--- src/rtl/alu_issue_stage.sv ---
// rtl/alu_issue_stage.sv - registered decode/forward/issue stage feeding the MIPS ALU
//
// Decodes opcode/funct into the ALU select code and shift amount, resolves operand
// forwarding from EX/MEM and MEM/WB, and presents the result from a pipeline
// register. The register can be held (stall) or squashed (flush).
//
// Ports:
//   clk, rst                      clock, asynchronous active-high reset
//   valid_in                      decoded instruction present this cycle
//   opcode, funct, shamt_in,      instruction fields
//   imm16
//   rs_addr, rt_addr, rd_addr     register specifiers
//   rs_data, rt_data              register-file read data
//   stall, flush                  hold / squash the issue register (flush wins)
//   exmem_wr_en/rd/result         EX/MEM forwarding source (highest priority)
//   memwb_wr_en/rd/result         MEM/WB forwarding source
//   valid_out                     issue register holds a live instruction
//   input1, input2                ALU operands
//   selectionLines, shamt         ALU operation select and shift amount
//   dest_reg, reg_write           write-back register and enable
//   illegal                       unrecognised opcode/funct
module alu_issue_stage (
    input  logic        clk,
    input  logic        rst,
    input  logic        valid_in,
    input  logic [5:0]  opcode,
    input  logic [5:0]  funct,
    input  logic [4:0]  shamt_in,
    input  logic [15:0] imm16,
    input  logic [4:0]  rs_addr,
    input  logic [4:0]  rt_addr,
    input  logic [4:0]  rd_addr,
    input  logic [31:0] rs_data,
    input  logic [31:0] rt_data,
    input  logic        stall,
    input  logic        flush,
    input  logic        exmem_wr_en,
    input  logic [4:0]  exmem_rd,
    input  logic [31:0] exmem_result,
    input  logic        memwb_wr_en,
    input  logic [4:0]  memwb_rd,
    input  logic [31:0] memwb_result,
    output logic        valid_out,
    output logic [31:0] input1,
    output logic [31:0] input2,
    output logic [3:0]  selectionLines,
    output logic [4:0]  shamt,
    output logic [4:0]  dest_reg,
    output logic        reg_write,
    output logic        illegal
);

    localparam logic [3:0] SEL_AND = 4'b0000;
    localparam logic [3:0] SEL_OR  = 4'b0001;
    localparam logic [3:0] SEL_ADD = 4'b0010;
    localparam logic [3:0] SEL_SUB = 4'b0110;
    localparam logic [3:0] SEL_SLT = 4'b0111;
    localparam logic [3:0] SEL_SLL = 4'b1000;
    localparam logic [3:0] SEL_SRL = 4'b1001;
    localparam logic [3:0] SEL_SLTU = 4'b1011;

    logic [31:0] fwd_rs, fwd_rt;
    logic [31:0] sext_imm, zext_imm;

    logic        valid_q, valid_d;
    logic [31:0] in1_q, in1_d;
    logic [31:0] in2_q, in2_d;
    logic [3:0]  sel_q, sel_d;
    logic [4:0]  shamt_q, shamt_d;
    logic [4:0]  dest_q, dest_d;
    logic        rw_q, rw_d;
    logic        ill_q, ill_d;
    logic        writes;
    logic        bad;

    // Register $0 is never forwarded: a producer targeting $0 writes nothing.
    always_comb begin
        fwd_rs = rs_data;
        if (exmem_wr_en && exmem_rd != 5'd0 && exmem_rd == rs_addr)
            fwd_rs = exmem_result;
        else if (memwb_wr_en && memwb_rd != 5'd0 && memwb_rd == rs_addr)
            fwd_rs = memwb_result;

        fwd_rt = rt_data;
        if (exmem_wr_en && exmem_rd != 5'd0 && exmem_rd == rt_addr)
            fwd_rt = exmem_result;
        else if (memwb_wr_en && memwb_rd != 5'd0 && memwb_rd == rt_addr)
            fwd_rt = memwb_result;
    end

    assign sext_imm = {{16{imm16[15]}}, imm16};
    assign zext_imm = {16'h0000, imm16};

    always_comb begin
        sel_d   = SEL_ADD;
        shamt_d = 5'd0;
        dest_d  = rt_addr;
        in1_d   = fwd_rs;
        in2_d   = fwd_rt;
        writes  = 1'b1;
        bad     = 1'b0;
        case (opcode)
            6'h00: begin
                dest_d = rd_addr;
                case (funct)
                    6'h20, 6'h21: sel_d = SEL_ADD;
                    6'h22, 6'h23: sel_d = SEL_SUB;
                    6'h24:        sel_d = SEL_AND;
                    6'h25:        sel_d = SEL_OR;
                    6'h2A:        sel_d = SEL_SLT;
                    6'h2B:        sel_d = SEL_SLTU;
                    6'h00: begin sel_d = SEL_SLL; shamt_d = shamt_in; end
                    6'h02: begin sel_d = SEL_SRL; shamt_d = shamt_in; end
                    default:      bad = 1'b1;
                endcase
            end
            6'h08, 6'h09, 6'h23: in2_d = sext_imm;
            6'h0A: begin sel_d = SEL_SLT;  in2_d = sext_imm; end
            6'h0B: begin sel_d = SEL_SLTU; in2_d = sext_imm; end
            6'h0C: begin sel_d = SEL_AND;  in2_d = zext_imm; end
            6'h0D: begin sel_d = SEL_OR;   in2_d = zext_imm; end
            6'h2B: begin in2_d = sext_imm; writes = 1'b0; end
            6'h04: begin sel_d = SEL_SUB;  writes = 1'b0; end
            default: bad = 1'b1;
        endcase
        // An illegal instruction falls back to ADD select; operands stay forwarded.
        if (bad)
            sel_d = SEL_ADD;
        valid_d = valid_in;
        ill_d   = valid_in & bad;
        // Writing $0 is suppressed so that sll $0,$0,0 becomes a true NOP.
        rw_d    = valid_in & writes & ~bad & (dest_d != 5'd0);
    end

    always_ff @(posedge clk or posedge rst) begin
        if (rst) begin
            valid_q <= 1'b0;
            in1_q   <= 32'd0;
            in2_q   <= 32'd0;
            sel_q   <= 4'd0;
            shamt_q <= 5'd0;
            dest_q  <= 5'd0;
            rw_q    <= 1'b0;
            ill_q   <= 1'b0;
        end else if (flush) begin
            // Data fields are left as they were; only the control bits are killed.
            valid_q <= 1'b0;
            rw_q    <= 1'b0;
            ill_q   <= 1'b0;
        end else if (!stall) begin
            valid_q <= valid_d;
            in1_q   <= in1_d;
            in2_q   <= in2_d;
            sel_q   <= sel_d;
            shamt_q <= shamt_d;
            dest_q  <= dest_d;
            rw_q    <= rw_d;
            ill_q   <= ill_d;
        end
    end

    assign valid_out      = valid_q;
    assign input1         = in1_q;
    assign input2         = in2_q;
    assign selectionLines = sel_q;
    assign shamt          = shamt_q;
    assign dest_reg       = dest_q;
    assign reg_write      = rw_q;
    assign illegal        = ill_q;

endmodule

--- config.mk ---
export PLATFORM = sky130hd
export DESIGN_NAME = alu_issue_stage
export DESIGN_NICKNAME = d
export VERILOG_FILES = /design/src/rtl/alu_issue_stage.sv
export SDC_FILE = /design/constraint.sdc
export NUM_CORES = 1
export LEC_CHECK = 0
export CAP_MARGIN = 20
export CORE_MARGIN = 10
export CORE_UTILIZATION = 44
export DETAILED_ROUTE_END_ITERATION = 10
export GPL_ROUTABILITY_DRIVEN = 0
export PLACE_DENSITY = 0.95
export SLEW_MARGIN = 20
export SYNTH_ARGS = -nofsm -noshare
export SYNTH_HDL_FRONTEND = slang
export SYNTH_SLANG_ARGS = --single-unit
--- constraint.sdc ---
create_clock -name clk -period 6.6 [get_ports clk]
set_clock_uncertainty 0.05 [all_clocks]
set_input_delay 0.66 -clock clk [delete_from_list [all_inputs] [get_ports clk]]
set_output_delay 0.66 -clock clk [all_outputs]
set_load 0.02 [all_outputs]
# After elaboration in Yosys (flattened, before gate mapping)
# Index checks and enable logic that the tools add are counted.
[op_classes] n_mux=20 eq_ne=23 bitwise=7 reduce_logical=19
[ops] cell="$mux 32" n=4
[ops] cell="$pmux 32 s2" n=1
[ops] cell="$eq 6x6->1 const B" n=10
[ops] cell="$eq 6x4->1 const B" n=6
[ops] cell="$pmux 4 s7" n=1
[ops] cell="$pmux 4 s6" n=1
[ops] cell="$eq 5x5->1" n=4
[ops] cell="$mux 5" n=3
[ops] cell="$reduce_bool 5->1" n=3
[ops] cell="$logic_not 6->1" n=2
[ops] cell="$reduce_or 10->1" n=1
[ops] cell="$reduce_or 9->1" n=1
[ops] cell="$mux 1" n=8
[ops] cell="$reduce_or 2->1" n=4
[ops] cell="$eq 6x2->1 const B" n=1
[ops] cell="$eq 6x3->1 const B" n=1
[ops] cell="$logic_and 1x1->1" n=6
[ops] cell="$reduce_or 6->1" n=1
[ops] cell="$and 1x1->1" n=4
[ops] cell="$mux 4" n=1
[ops] cell="$not 1->1" n=3
[ops] cell="$ne 2x1->1 const B" n=1
[ops] cell="$pmux 1 s2" n=1
[ops] cell="$reduce_and 2->1" n=1
[totals] elab_cells=77 regBits=81 output_inout_bits=81

# Depth between registers and ports, before layout
[depth] word_depth=9 ltp_mapped=7 ltp_nobuf=5

# Worst setup path before layout
# OpenSTA, ideal clock, no wires.
[synth_timing] path_kind="input -> register" startpoint="input memwb_rd[1]" endpoint="register in2_q[0] (netlist: input2[0])" stages=6 arrival_ps=2008 setup_slack_ps=4415 path_buffers=1 required_ps=6423 path_cell_list="or4_4 o211a_4 buf_6 and3_1 a211oi_2 o22ai_1"
[synth_between] elab_chain_cells=6 elab_cells_between_ends=7
[synth_lines] element="start, declared" line="41" source="input logic [4:0] memwb_rd,"
[synth_lines] element="$reduce_bool 5->1" line="87" source="else if (memwb_wr_en && memwb_rd != 5'd0 && memwb_rd == rt_addr)"
[synth_lines] element="$logic_and 1x1->1" line="87"
[synth_lines] element="$logic_and 1x1->1 *" line="87"
[synth_lines] element="$mux 32 *" line="87"
[synth_lines] element="$mux 32 *" line="85" source="if (exmem_wr_en && exmem_rd != 5'd0 && exmem_rd == rt_addr)"
[synth_lines] element="$pmux 32 s2 *" line="102" source="case (opcode)"
[synth_lines] element="end signal, assigned" line="153" source="in2_q <= in2_d;"
[synth_lines] element="end, declared" line="67" source="logic [31:0] in2_q, in2_d;"
# Every way passes the cells marked *; elsewhere a longest branch is shown, timed or not.
# A chain may end at the register's enable or synchronous reset.

# Final worst setup path
[layout_timing] startpoint="input rt_addr[3]" endpoint="register in2_q[2] (netlist: input2[2])"
[layout_between] elab_chain_cells=5 elab_cells_between_ends=7
[layout_lines] element="start, declared" line="31" source="input logic [4:0] rt_addr,"
[layout_lines] element="$eq 5x5->1" line="87"
[layout_lines] element="$logic_and 1x1->1" line="87"
[layout_lines] element="$mux 32" line="87"
[layout_lines] element="$mux 32 *" line="85"
[layout_lines] element="$pmux 32 s2 *" line="102"
# Marked as above.

==> impl_metrics.tcl <==
set metrics [dict create \
    outcome "completed" \
    antenna_found_initial 1 \
    clkSinkCount 81 \
    ys_seq_area_share_pct 38.15 \
    cp.arrival_ns 3.38 \
    syn_inst 568 \
    grt_pass1_vias 6217 \
    rrSetupSlack_ns 5.73 \
    clk_pin_slew_ns 0.06 \
    met2_usage_pct 43.53 \
    maxCapViolCount 0 \
    cts_resized 0 \
    max_freq_mhz 311.0 \
    core_um2 11910 \
    wire_per_inst_um 23.25 \
    path_cells "clkdlybuf4s50_1, xnor2_1, and4_2, nand2_2, a211oi_2, o22ai_1" \
    num-nets-final 1004 \
    dp_hpwl_um 16410 \
    drv_slew 0 \
    grt-ovfl-total 0 \
    n_fill_cell 891 \
    vdd_ir_drop_max_v 0.0001028 \
    drtPass1Iterations 5 \
    start_kind "primary input" \
    regToRegStartpoint "input2[17]$_DFFE_PP0P_" \
    critical_path.startpoint "rt_addr[3]" \
    path_class "in2reg" \
    grt_usage_pct 25.46 \
    grt_max_degree 82 \
    top_usage_layer "met2" \
    syn_nets 761 \
    vias_per_cell 6.236 \
    finalSetupTns_ns 0 \
    clockBufferDepth 2 \
    total_power_mw 1.676 \
    yosysWarnings 0 \
    slew_headroom_pct 27.62 \
    antenna_left 0 \
    required_ns 6.76 \
    synth_area_per_cell_um2 9.353 \
    worstPathMaxFanout 33 \
    cts_buffers 9 \
    wirelength_um 22390 \
    cts_max_level 3 \
    setup_viol 0 \
    fp.dieH_um 129.9 \
    ys_seq_elements 81 \
    clk_latency_ns 0.34 \
    rsz0062_at_grt "false" \
    worstMarginPinSlew_ns 1.083 \
    hold_violations 0 \
    r2r-end "input2[17]$_DFFE_PP0P_" \
    cp_slowest_cell "nand2_2" \
    met3_usage_pct 7.383 \
    cts_tree "built" \
    drive_gt1_share_pct 8.466 \
    cts_setup_buffers 0 \
    die_x_um 129.9 \
    cp_slowest_stage_delay_ns 0.74 \
    endpoint "input2[2]$_DFFE_PP0P_" \
    ctsHoldBuffers 0 \
    endpoint_kind "flop" \
    synth_cell_types 52 \
    r2r_cells 2 \
    cts-root-buf "clkbuf_16" \
    synth_area_um2 5313 \
    io_buffers 273 \
    hp-class "reg2reg" \
    timing.critical_path.buf_inv 1 \
    synth_top_flop_cell "dfrtp_1" \
    hp-start "dest_reg[4]$_DFFE_PP0P_" \
    grt_pass1_wl_um 33840 \
    async_flop_share_pct 100.0 \
    crit_cells 6 \
    powerDensity_nw_per_um2 200.5 \
    grt_use_met1_pct 28.59 \
    syn_to_final_growth_pct 57.40 \
    rows 40 \
    drc 0 \
    power.leakage_nw 3.188 \
    io_pins 274 \
    die-area_um2 16870 \
    drt_iter0_markers 511 \
    cp_top_family "simple AND/OR/NAND/NOR gates" \
    synth_edf_count 0 \
    start_util_pct 44.60 \
    min_period_ns 3.215 \
    route.vias.total 6005 \
    timing.final.crit_share_pct 48.71 \
]
## cells in the mapped netlist, types with 3 or more instances
master     n  area share (%)
buf_4      4            0.57
a21oi_1   36             3.4
and3_1    32             3.8
a31oi_1    3            0.35
nor2b_1    3            0.35
a22o_1     5            0.82
buf_2     12             1.1
o21ai_0   12             1.1
or4_1      3            0.42
nor3_1     6            0.57
xor2_1     5            0.82
o21ai_1   16             1.5
dfrtp_1   81              38
mux2i_1   39             7.3
inv_1      4            0.28
clkbuf_1  28             2.0
o32a_1     3            0.57
nand2_1   47             3.3
nand3_1   39             3.7
o22ai_1   15             1.8
nand2b_1   3            0.35
a211oi_2  30             7.1
buf_6      6             1.3
xnor2_1   15             2.5
o221ai_1  16             2.6
nor2_1    23             1.6
a211oi_1   3            0.42
o211ai_1  49             6.9
## layer usage
metal | part of all wire (%) | wire [um] | vias up
met5 | 0 | 0 | -
met4 | 4.2 | 944 | 0
met3 | 9.4 | 2104 | 71
met2 | 50 | 11110 | 380
met1 | 37 | 8236 | 2885
li1 | - | - | 2669
## through the flow
stage	area [um2]	hold slack, ns	cells	setup slack [ns]	util, %
floorplan	5313	0.5400	568	3.810	-
global placement	8073	0.4113	947	2.654	67.77
detailed placement	8073	0.4207	947	2.593	67.77
CTS	8354	0.4343	962	2.949	70.14
global route	8359	0.4575	962	3.275	70.18
finish	8362	0.4335	963	3.385	70.20
## where the power goes
part / switching, mW / internal (mW) / leakage [nW]
clock: 0.200 / 0.282 / 0.144
combinational: 0.288 / 0.300 / 2.07
sequential: 0.0428 / 0.563 / 0.977
total: 0.531 / 1.15 / 3.19
## cell type report
cell class	count	area (um2)	share of cell area, %
Antenna cell	1	2.502	0.02993
Clock buffer	12	266.5	3.187
Clock inverter	3	15.01	0.1796
Inverter	4	16.27	0.1945
Multi-Input combinational cell	432	3039	36.35
Sequential cell	81	2027	24.24
Tap cell	147	183.9	2.200
Timing Repair Buffer	283	2811	33.62
## cells in the final DEF (no fill, tap or decap), types with 12 or more instances in the layout
cell and instances:
a211oi_2 30, a21oi_1 36, and3_1 32, clkdlybuf4s50_1 273
dfrtp_1 81, mux2i_1 39, nand2_1 47, nand3_1 39
nor2_1 21, o211ai_1 49, o21ai_0 12, o21ai_1 16
o221ai_1 16, o22ai_1 15, xnor2_1 15
## worst min path at each step
stage / endpoint / slack, ns / cells after the start
6_report: dest_reg[4]$_DFFE_PP0P_ / 0.43 / 2
5_1_grt: dest_reg[4]$_DFFE_PP0P_ / 0.46 / 2
4_1_cts: dest_reg[4]$_DFFE_PP0P_ / 0.43 / 2
3_5_place_dp: dest_reg[4]$_DFFE_PP0P_ / 0.42 / 2
3_3_place_gp: selectionLines[1]$_DFFE_PP0P_ / 0.41 / 2
2_1_floorplan: dest_reg[0]$_DFFE_PP0P_ / 0.54 / 2
## worst register-to-register path, cell delays in order (launching register included)
cell and delay, ns:
dfrtp_1 0.40, o221ai_1 0.22, o21ai_1 0.09
## logic make-up after synthesis
| logic type | synth area share, % |
|---|---|
| xor gates and xnor gates | 3.297 |
| and+or+nand+nor | 17.64 |
| DFF | 38.15 |
| buffers and inverters | 5.299 |
| muxes | 7.348 |
| AOI/OAI and AO/OA | 28.26 |
Power figures use the tool's default switching activity.
